==> src/rtl/menu_select_ctrl.sv <==
`default_nettype none
// ============================================================================
// Module   : menu_select_ctrl
// Purpose  : Button debounce, vsync frame tick and title/select/confirm/play
//            menu state machine feeding the title-screen pixel generator.
// Revision : 1.0 - initial release
// ============================================================================
module menu_select_ctrl #(
    parameter int DEBOUNCE_CYCLES = 250000,
    parameter int BLINK_FRAMES    = 15,
    parameter int CONFIRM_FRAMES  = 60
) (
    input  logic       clk,
    input  logic       rst,
    input  logic       btn_left,
    input  logic       btn_right,
    input  logic       btn_enter,
    input  logic       btn_back,
    input  logic       vsync,
    output logic       sel,
    output logic       highlight,
    output logic       start_game,
    output logic       game_mode,
    output logic [1:0] state
);

    localparam int c_db_w  = (DEBOUNCE_CYCLES > 1) ? $clog2(DEBOUNCE_CYCLES) : 1;
    localparam int c_blk_w = (BLINK_FRAMES > 1)    ? $clog2(BLINK_FRAMES)    : 1;
    localparam int c_frm_w = (CONFIRM_FRAMES > 1)  ? $clog2(CONFIRM_FRAMES)  : 1;

    localparam logic [c_db_w-1:0]  c_db_last  = c_db_w'(DEBOUNCE_CYCLES - 1);
    localparam logic [c_blk_w-1:0] c_blk_last = c_blk_w'(BLINK_FRAMES - 1);
    localparam logic [c_frm_w-1:0] c_frm_last = c_frm_w'(CONFIRM_FRAMES - 1);

    localparam int c_btn_left  = 0;
    localparam int c_btn_right = 1;
    localparam int c_btn_enter = 2;
    localparam int c_btn_back  = 3;

    typedef enum logic [1:0] {
        ST_TITLE   = 2'd0,
        ST_SELECT  = 2'd1,
        ST_CONFIRM = 2'd2,
        ST_PLAY    = 2'd3
    } state_t;

    logic [3:0] w_btn_raw;
    logic [3:0] w_press;

    assign w_btn_raw = {btn_back, btn_enter, btn_right, btn_left};

    // ------------------------------------------------------------------------
    // Per-button synchronizer and debouncer
    // ------------------------------------------------------------------------
    for (genvar gi = 0; gi < 4; gi++) begin : g_btn
        logic              sync1_q, sync1_d;
        logic              sync2_q, sync2_d;
        logic              stable_q, stable_d;
        logic [c_db_w-1:0] cnt_q, cnt_d;
        logic              w_commit;

        always_comb begin
            sync1_d  = w_btn_raw[gi];
            sync2_d  = sync1_q;
            stable_d = stable_q;
            cnt_d    = '0;
            w_commit = 1'b0;
            if (sync2_q != stable_q) begin
                if (cnt_q == c_db_last) begin
                    stable_d = sync2_q;
                    w_commit = 1'b1;
                end else begin
                    cnt_d = cnt_q + 1'b1;
                end
            end
        end

        always_ff @(posedge clk) begin
            if (!rst) begin
                sync1_q  <= 1'b0;
                sync2_q  <= 1'b0;
                stable_q <= 1'b0;
                cnt_q    <= '0;
            end else begin
                sync1_q  <= sync1_d;
                sync2_q  <= sync2_d;
                stable_q <= stable_d;
                cnt_q    <= cnt_d;
            end
        end

        // Pulse coincides with the stable-level update so the FSM reacts on
        // the same edge that accepts the new level.
        assign w_press[gi] = w_commit & sync2_q;
    end

    // ------------------------------------------------------------------------
    // Frame tick on vsync falling edge
    // ------------------------------------------------------------------------
    logic vsync_q, vsync_d;
    logic w_tick;

    always_comb begin
        vsync_d = vsync;
    end

    assign w_tick = vsync_q & ~vsync;

    // ------------------------------------------------------------------------
    // Press priority: back > enter > left/right
    // ------------------------------------------------------------------------
    logic       w_back;
    logic       w_enter;
    logic [1:0] w_lr;

    assign w_back  = w_press[c_btn_back];
    assign w_enter = w_press[c_btn_enter] & ~w_press[c_btn_back];
    assign w_lr    = {w_press[c_btn_right], w_press[c_btn_left]}
                   & {2{~(w_press[c_btn_back] | w_press[c_btn_enter])}};

    // ------------------------------------------------------------------------
    // Menu state machine
    // ------------------------------------------------------------------------
    state_t             state_q, state_d;
    logic               sel_q, sel_d;
    logic               highlight_q, highlight_d;
    logic               start_game_q, start_game_d;
    logic               game_mode_q, game_mode_d;
    logic [c_blk_w-1:0] blink_q, blink_d;
    logic [c_frm_w-1:0] frame_q, frame_d;

    always_comb begin
        state_d      = state_q;
        sel_d        = sel_q;
        highlight_d  = highlight_q;
        start_game_d = 1'b0;
        game_mode_d  = game_mode_q;
        blink_d      = blink_q;
        frame_d      = frame_q;

        case (state_q)
            ST_TITLE: begin
                highlight_d = 1'b0;
                if (w_enter) begin
                    state_d     = ST_SELECT;
                    highlight_d = 1'b1;
                    blink_d     = '0;
                end
            end

            ST_SELECT: begin
                if (w_back) begin
                    state_d     = ST_TITLE;
                    highlight_d = 1'b0;
                end else if (w_enter) begin
                    state_d     = ST_CONFIRM;
                    highlight_d = 1'b1;
                    frame_d     = '0;
                end else begin
                    if (w_lr == 2'b01) begin
                        sel_d = 1'b0;
                    end else if (w_lr == 2'b10) begin
                        sel_d = 1'b1;
                    end
                    if (w_tick) begin
                        if (blink_q == c_blk_last) begin
                            highlight_d = ~highlight_q;
                            blink_d     = '0;
                        end else begin
                            blink_d = blink_q + 1'b1;
                        end
                    end
                end
            end

            ST_CONFIRM: begin
                if (w_back) begin
                    state_d     = ST_SELECT;
                    highlight_d = 1'b1;
                    blink_d     = '0;
                end else if (w_tick) begin
                    if (frame_q == c_frm_last) begin
                        state_d      = ST_PLAY;
                        game_mode_d  = sel_q;
                        start_game_d = 1'b1;
                        highlight_d  = 1'b0;
                    end else begin
                        frame_d     = frame_q + 1'b1;
                        highlight_d = ~highlight_q;
                    end
                end
            end

            ST_PLAY: begin
                highlight_d = 1'b0;
                if (w_back) begin
                    state_d = ST_TITLE;
                end
            end

            default: begin
                state_d     = ST_TITLE;
                highlight_d = 1'b0;
            end
        endcase
    end

    always_ff @(posedge clk) begin
        if (!rst) begin
            vsync_q      <= 1'b0;
            state_q      <= ST_TITLE;
            sel_q        <= 1'b0;
            highlight_q  <= 1'b0;
            start_game_q <= 1'b0;
            game_mode_q  <= 1'b0;
            blink_q      <= '0;
            frame_q      <= '0;
        end else begin
            vsync_q      <= vsync_d;
            state_q      <= state_d;
            sel_q        <= sel_d;
            highlight_q  <= highlight_d;
            start_game_q <= start_game_d;
            game_mode_q  <= game_mode_d;
            blink_q      <= blink_d;
            frame_q      <= frame_d;
        end
    end

    assign sel        = sel_q;
    assign highlight  = highlight_q;
    assign start_game = start_game_q;
    assign game_mode  = game_mode_q;
    assign state      = state_q;

endmodule

`default_nettype wire

==> config.mk <==
export PLATFORM = sky130hd
export DESIGN_NAME = menu_select_ctrl
export DESIGN_NICKNAME = d
export VERILOG_FILES = /design/src/rtl/menu_select_ctrl.sv
export SDC_FILE = /design/constraint.sdc
export NUM_CORES = 1
export LEC_CHECK = 0
export CELL_PAD_IN_SITES_DETAIL_PLACEMENT = 0
export CELL_PAD_IN_SITES_GLOBAL_PLACEMENT = 1
export CORE_ASPECT_RATIO = 1.75
export CORE_MARGIN = 2
export CORE_UTILIZATION = 45
export CTS_CLUSTER_SIZE = 8
export DETAILED_ROUTE_END_ITERATION = 10
export GPL_ROUTABILITY_DRIVEN = 0
export GPL_TIMING_DRIVEN = 0
export PLACE_DENSITY_LB_ADDON = 0.08
export SLEW_MARGIN = 20
export SYNTH_ARGS = -nofsm -noshare
export SYNTH_HDL_FRONTEND = slang
export SYNTH_SLANG_ARGS = --single-unit
==> constraint.sdc <==
create_clock -name clk -period 3.5 [get_ports clk]
set_input_delay 0.35 -clock clk [delete_from_list [all_inputs] [get_ports clk]]
set_output_delay 0.35 -clock clk [all_outputs]
set_load 0.01 [all_outputs]
==> results by group <==
Logic synthesis
  – Number of nets in the synthesized netlist: roughly 530
  – Sequential share of the synthesized area: 0.445
  – Total of warnings raised by yosys: 0
  – Number of synthesized flops with an enable pin: 0
  – Cell area after technology mapping: 4550 sq um
  – Average cell area after synthesis: 8.84 sq um
  – Count of mapped cells out of synthesis: between 500 and 600
  – Ys flop type: sky130_fd_sc_hd__dfxtp_1
  – Number of flip-flops and latches in the synthesized netlist: 101
  – Number of distinct library cells after synthesis: 55
  – Async set or reset register ratio after synthesis: 0

Worst setup path
  – Worst reg2reg path endpoint: sel
  – Slack of the worst reg-to-reg path: 0.85 ns
  – Data required, critical path: 3.75 ns
  – Element type at the critical path start: flip-flop
  – Worst setup startpoint: g_btn[2].cnt_q[0]
  – Critical path peak fanout: 6
  – Arrival time at the worst endpoint: 2.90 ns
  – Critical path capture point: sel
  – Startpoint of the worst-slack reg-to-reg timing path: g_btn[2].cnt_q[0]
  – Classification of the worst setup path: flip-flop to flip-flop
  – Nature of the critical path endpoint: flip-flop
  – R2r worst-path depth: 10

CTS
  – Gates resized, CTS repair: 0
  – Buffer depth of the longest clock path: 2
  – H-tree levels: 3
  – CTS tree: done
  – Root Driver: sky130_fd_sc_hd__clkbuf_16
  – Post-CTS repair timing setup buffer count: 0
  – Count of clock tree sinks: 101
  – Clock latency on the worst-skew pair: around 0.34 ns
  – CTS Buf Count: 9
  – Hold-fix buffer count after cts: 0
  – Clock Pin Slew Worst Setup and Hold Paths: ~0.070 ns

GRT
  – Antenna violations before repair: 0
  – Total gr overflow: 0
  – Maximum number of pins on one net before global-route repair: 17
  – Global-route wire length before repair: 15100 um
  – Global routing usage summed across all routing layers: 0.175
  – Vias in the first global route: roughly 3300

Detailed routing
  – First DRT Iteration DRCs: 72
  – Number of routed nets with antenna violations: 0
  – DR pass1 iterations: 4
  – Routed vias: 3493
  – Number of DRC violations after detailed routing: 0
  – Highest Signal Layer: met4
  – Routed length on met3: between 150 and 200 um
  – Final routed wire length divided by cell count: ~13 um
  – Routed metal-1 wirelength: 3770 um
  – Avg Vias per Cell: roughly 5.2
  – Final wirelength: around 9000 um
  – Routed met2 length: 4800 um

Cells and area
  – Number of nets in the final layout: 551
  – Number of fillers in the final layout: 963
  – Final standard cell utilization of the core: 0.519
  – Number of antenna diodes: 0
  – Area Overhead vs Synth: 12.5%
  – Fraction of final layout cells with drive strength greater than 1: 0.0647

Floorplanning
  – CORE AREA: between 9000 and 10000 sq um
  – Std-Cell Rows: 48
  – Horizontal die dimension: ~80 um
  – Die Footprint: 11000 sq um
  – I/O pin count: 13
  – Effective utilization at floorplan: 0.462
  – Height of the die: between 100 and 150 um

STA
  – Aggregate negative setup slack: 0 ns
  – Actual transition at the worst max-transition pin: a little under 0.8 ns
  – Worst clock skew: 0.00759 ns
  – Worst slew margin: 0.471
  – Upper clock frequency limit: roughly 0.38 GHz
  – Pins over their slew limit: 0
  – Unrepaired setup endpoints after global routing: false
  – Period utilisation layout: 0.756
  – Clock period minus worst slack: about 2.6 ns
  – Final number of hold-violating endpoints: 0
  – Final setup vio count: 0

Power
  – Leakage: between 1.5 and 2 nW
  – Cell area power density: around 430 nW/um^2
  – Worst voltage drop across the vdd grid: 0.000314 V

Placed design
  – Number of buffers added on ports: 11
  – HPWL reported at the end of detailed placement: 6560 um

Worst hold path
  – Type of the worst min-delay path: flip-flop to flip-flop

Run
  – Number of max-cap violations: 0

Run status
  – Outcome: finished clean
worst max-delay path: stages, from the launching register on:
cell	delay, ns
sky130_fd_sc_hd__dfxtp_1	0.35
sky130_fd_sc_hd__ha_1	0.26
sky130_fd_sc_hd__and3_4	0.25
sky130_fd_sc_hd__nand4_4	0.14
sky130_fd_sc_hd__or3_4	0.44
sky130_fd_sc_hd__nand2_1	0.10
sky130_fd_sc_hd__nand4bb_1	0.14
sky130_fd_sc_hd__ha_1	0.23
sky130_fd_sc_hd__nor4_1	0.37
sky130_fd_sc_hd__nor2_1	0.07
sky130_fd_sc_hd__a211oi_1	0.21
kinds of logic after synthesis:
kind of cell	count (synthesis)	synth area share
simple gates	273	0.313
flops	101	0.445
xor+xnor	67	0.129
compound gates	35	0.0526
buf+inv	24	0.0256
fa+ha+maj	8	0.0220
mux	6	0.0132
worst min-delay path by stage:
stage,from,endpoint,cells past startpoint
5_1_grt,g_btn[2].sync1_q,g_btn[2].sync2_q,1
4_1_cts,g_btn[1].sync1_q,g_btn[1].sync2_q,1
3_3_place_gp,g_btn[1].sync1_q,g_btn[1].sync2_q,1
3_5_place_dp,g_btn[1].sync1_q,g_btn[1].sync2_q,1
2_1_floorplan,g_btn[0].sync1_q,g_btn[0].sync2_q,1
6_report,g_btn[1].sync1_q,g_btn[1].sync2_q,1
sequential cells by signal, indices dropped and copies added, names as in the netlist:
| register | count |
|---|---|
| state | 2 |
| g_btn.sync2_q | 4 |
| vsync_q | 1 |
| frame_q | 6 |
| g_btn.stable_q | 4 |
| blink_q | 4 |
| sel | 1 |
| g_btn.cnt_q | 72 |
| g_btn.sync1_q | 4 |
| game_mode | 1 |
| start_game | 1 |
| highlight | 1 |
synth_stat cells, types with 7 or more instances:
library cell / number / area [sq um]
sky130_fd_sc_hd__nand2_1: 32 / 120
sky130_fd_sc_hd__and3_1: 7 / 43.8
sky130_fd_sc_hd__nand3_1: 38 / 190
sky130_fd_sc_hd__dfxtp_1: 101 / 2020
sky130_fd_sc_hd__xor2_1: 35 / 307
sky130_fd_sc_hd__nor3_1: 14 / 70.1
sky130_fd_sc_hd__a21oi_1: 9 / 45.0
sky130_fd_sc_hd__ha_1: 8 / 100
sky130_fd_sc_hd__nand4_1: 15 / 93.8
sky130_fd_sc_hd__xnor2_1: 32 / 280
sky130_fd_sc_hd__or3_1: 7 / 43.8
sky130_fd_sc_hd__nor2b_1: 7 / 43.8
sky130_fd_sc_hd__o21ai_0: 10 / 50.1
sky130_fd_sc_hd__inv_1: 12 / 45.0
sky130_fd_sc_hd__nor2_1: 103 / 387
sky130_fd_sc_hd__nor4_1: 7 / 43.8
sky130_fd_sc_hd__and2_1: 10 / 62.6
final cells by class:
| type | count | area (sq um) | area share |
|---|---|---|---|
| inverter | 12 | 45.0 | 0.00881 |
| clock inverter | 5 | 58.8 | 0.0115 |
| clock buffer | 11 | 243 | 0.0475 |
| tap | 125 | 156 | 0.0306 |
| timing repair buffer | 11 | 110 | 0.0215 |
| sequential | 101 | 2020 | 0.395 |
| multi-input combinational | 389 | 2410 | 0.471 |
| buffer | 12 | 71.3 | 0.0139 |
metrics by stage:
stage               cell area, sq um  total power [mW]  setup WS (ns)  std cells  hold slack [ns]
floorplan                       4550              1.20           1.11        514            0.412
global placement                4810              1.22          0.878        650            0.415
detailed placement              4810              1.22          0.821        650            0.420
CTS                             5110              2.23          0.808        666            0.437
global route                    5110              2.28          0.607        666            0.450
finish                          5110              2.19          0.854        666            0.433
cells in the final DEF (no fill, tap or decap), types with 5 or more instances in the layout:
cell type	count
sky130_fd_sc_hd__clkbuf_1	7
sky130_fd_sc_hd__clkdlybuf4s50_1	11
sky130_fd_sc_hd__nor4_1	7
sky130_fd_sc_hd__nor2_1	103
sky130_fd_sc_hd__nor3_1	14
sky130_fd_sc_hd__nor4b_1	5
sky130_fd_sc_hd__mux2i_1	6
sky130_fd_sc_hd__nand4_1	15
sky130_fd_sc_hd__nand3_1	38
sky130_fd_sc_hd__nor2b_1	7
sky130_fd_sc_hd__nand2b_1	6
sky130_fd_sc_hd__o21ai_0	10
sky130_fd_sc_hd__xnor2_1	32
sky130_fd_sc_hd__nand2_1	32
sky130_fd_sc_hd__and3_1	7
sky130_fd_sc_hd__clkbuf_16	9
sky130_fd_sc_hd__and2_1	10
sky130_fd_sc_hd__ha_1	8
sky130_fd_sc_hd__xor2_1	35
sky130_fd_sc_hd__dfxtp_1	101
sky130_fd_sc_hd__or3_1	7
sky130_fd_sc_hd__inv_1	12
sky130_fd_sc_hd__a21oi_1	9
report_power, final:
part / total [mW] / internal [mW] / leakage, nW / switching [mW]
Sequential: 1.16 / 1.16 / 0.815 / 0.00354
Clock: 0.997 / 0.575 / 0.142 / 0.422
Combinational: 0.0337 / 0.0135 / 0.690 / 0.0202
Total: 2.19 / 1.74 / 1.65 / 0.446
routing by layer:
metal	vias up	GRT usage
li1	1803	-
met1	1643	0.197
met2	37	0.316
met3	10	0.0376
met4	0	0.0697
met5	-	0
Note: power is estimated with default switching activity, not from simulation.
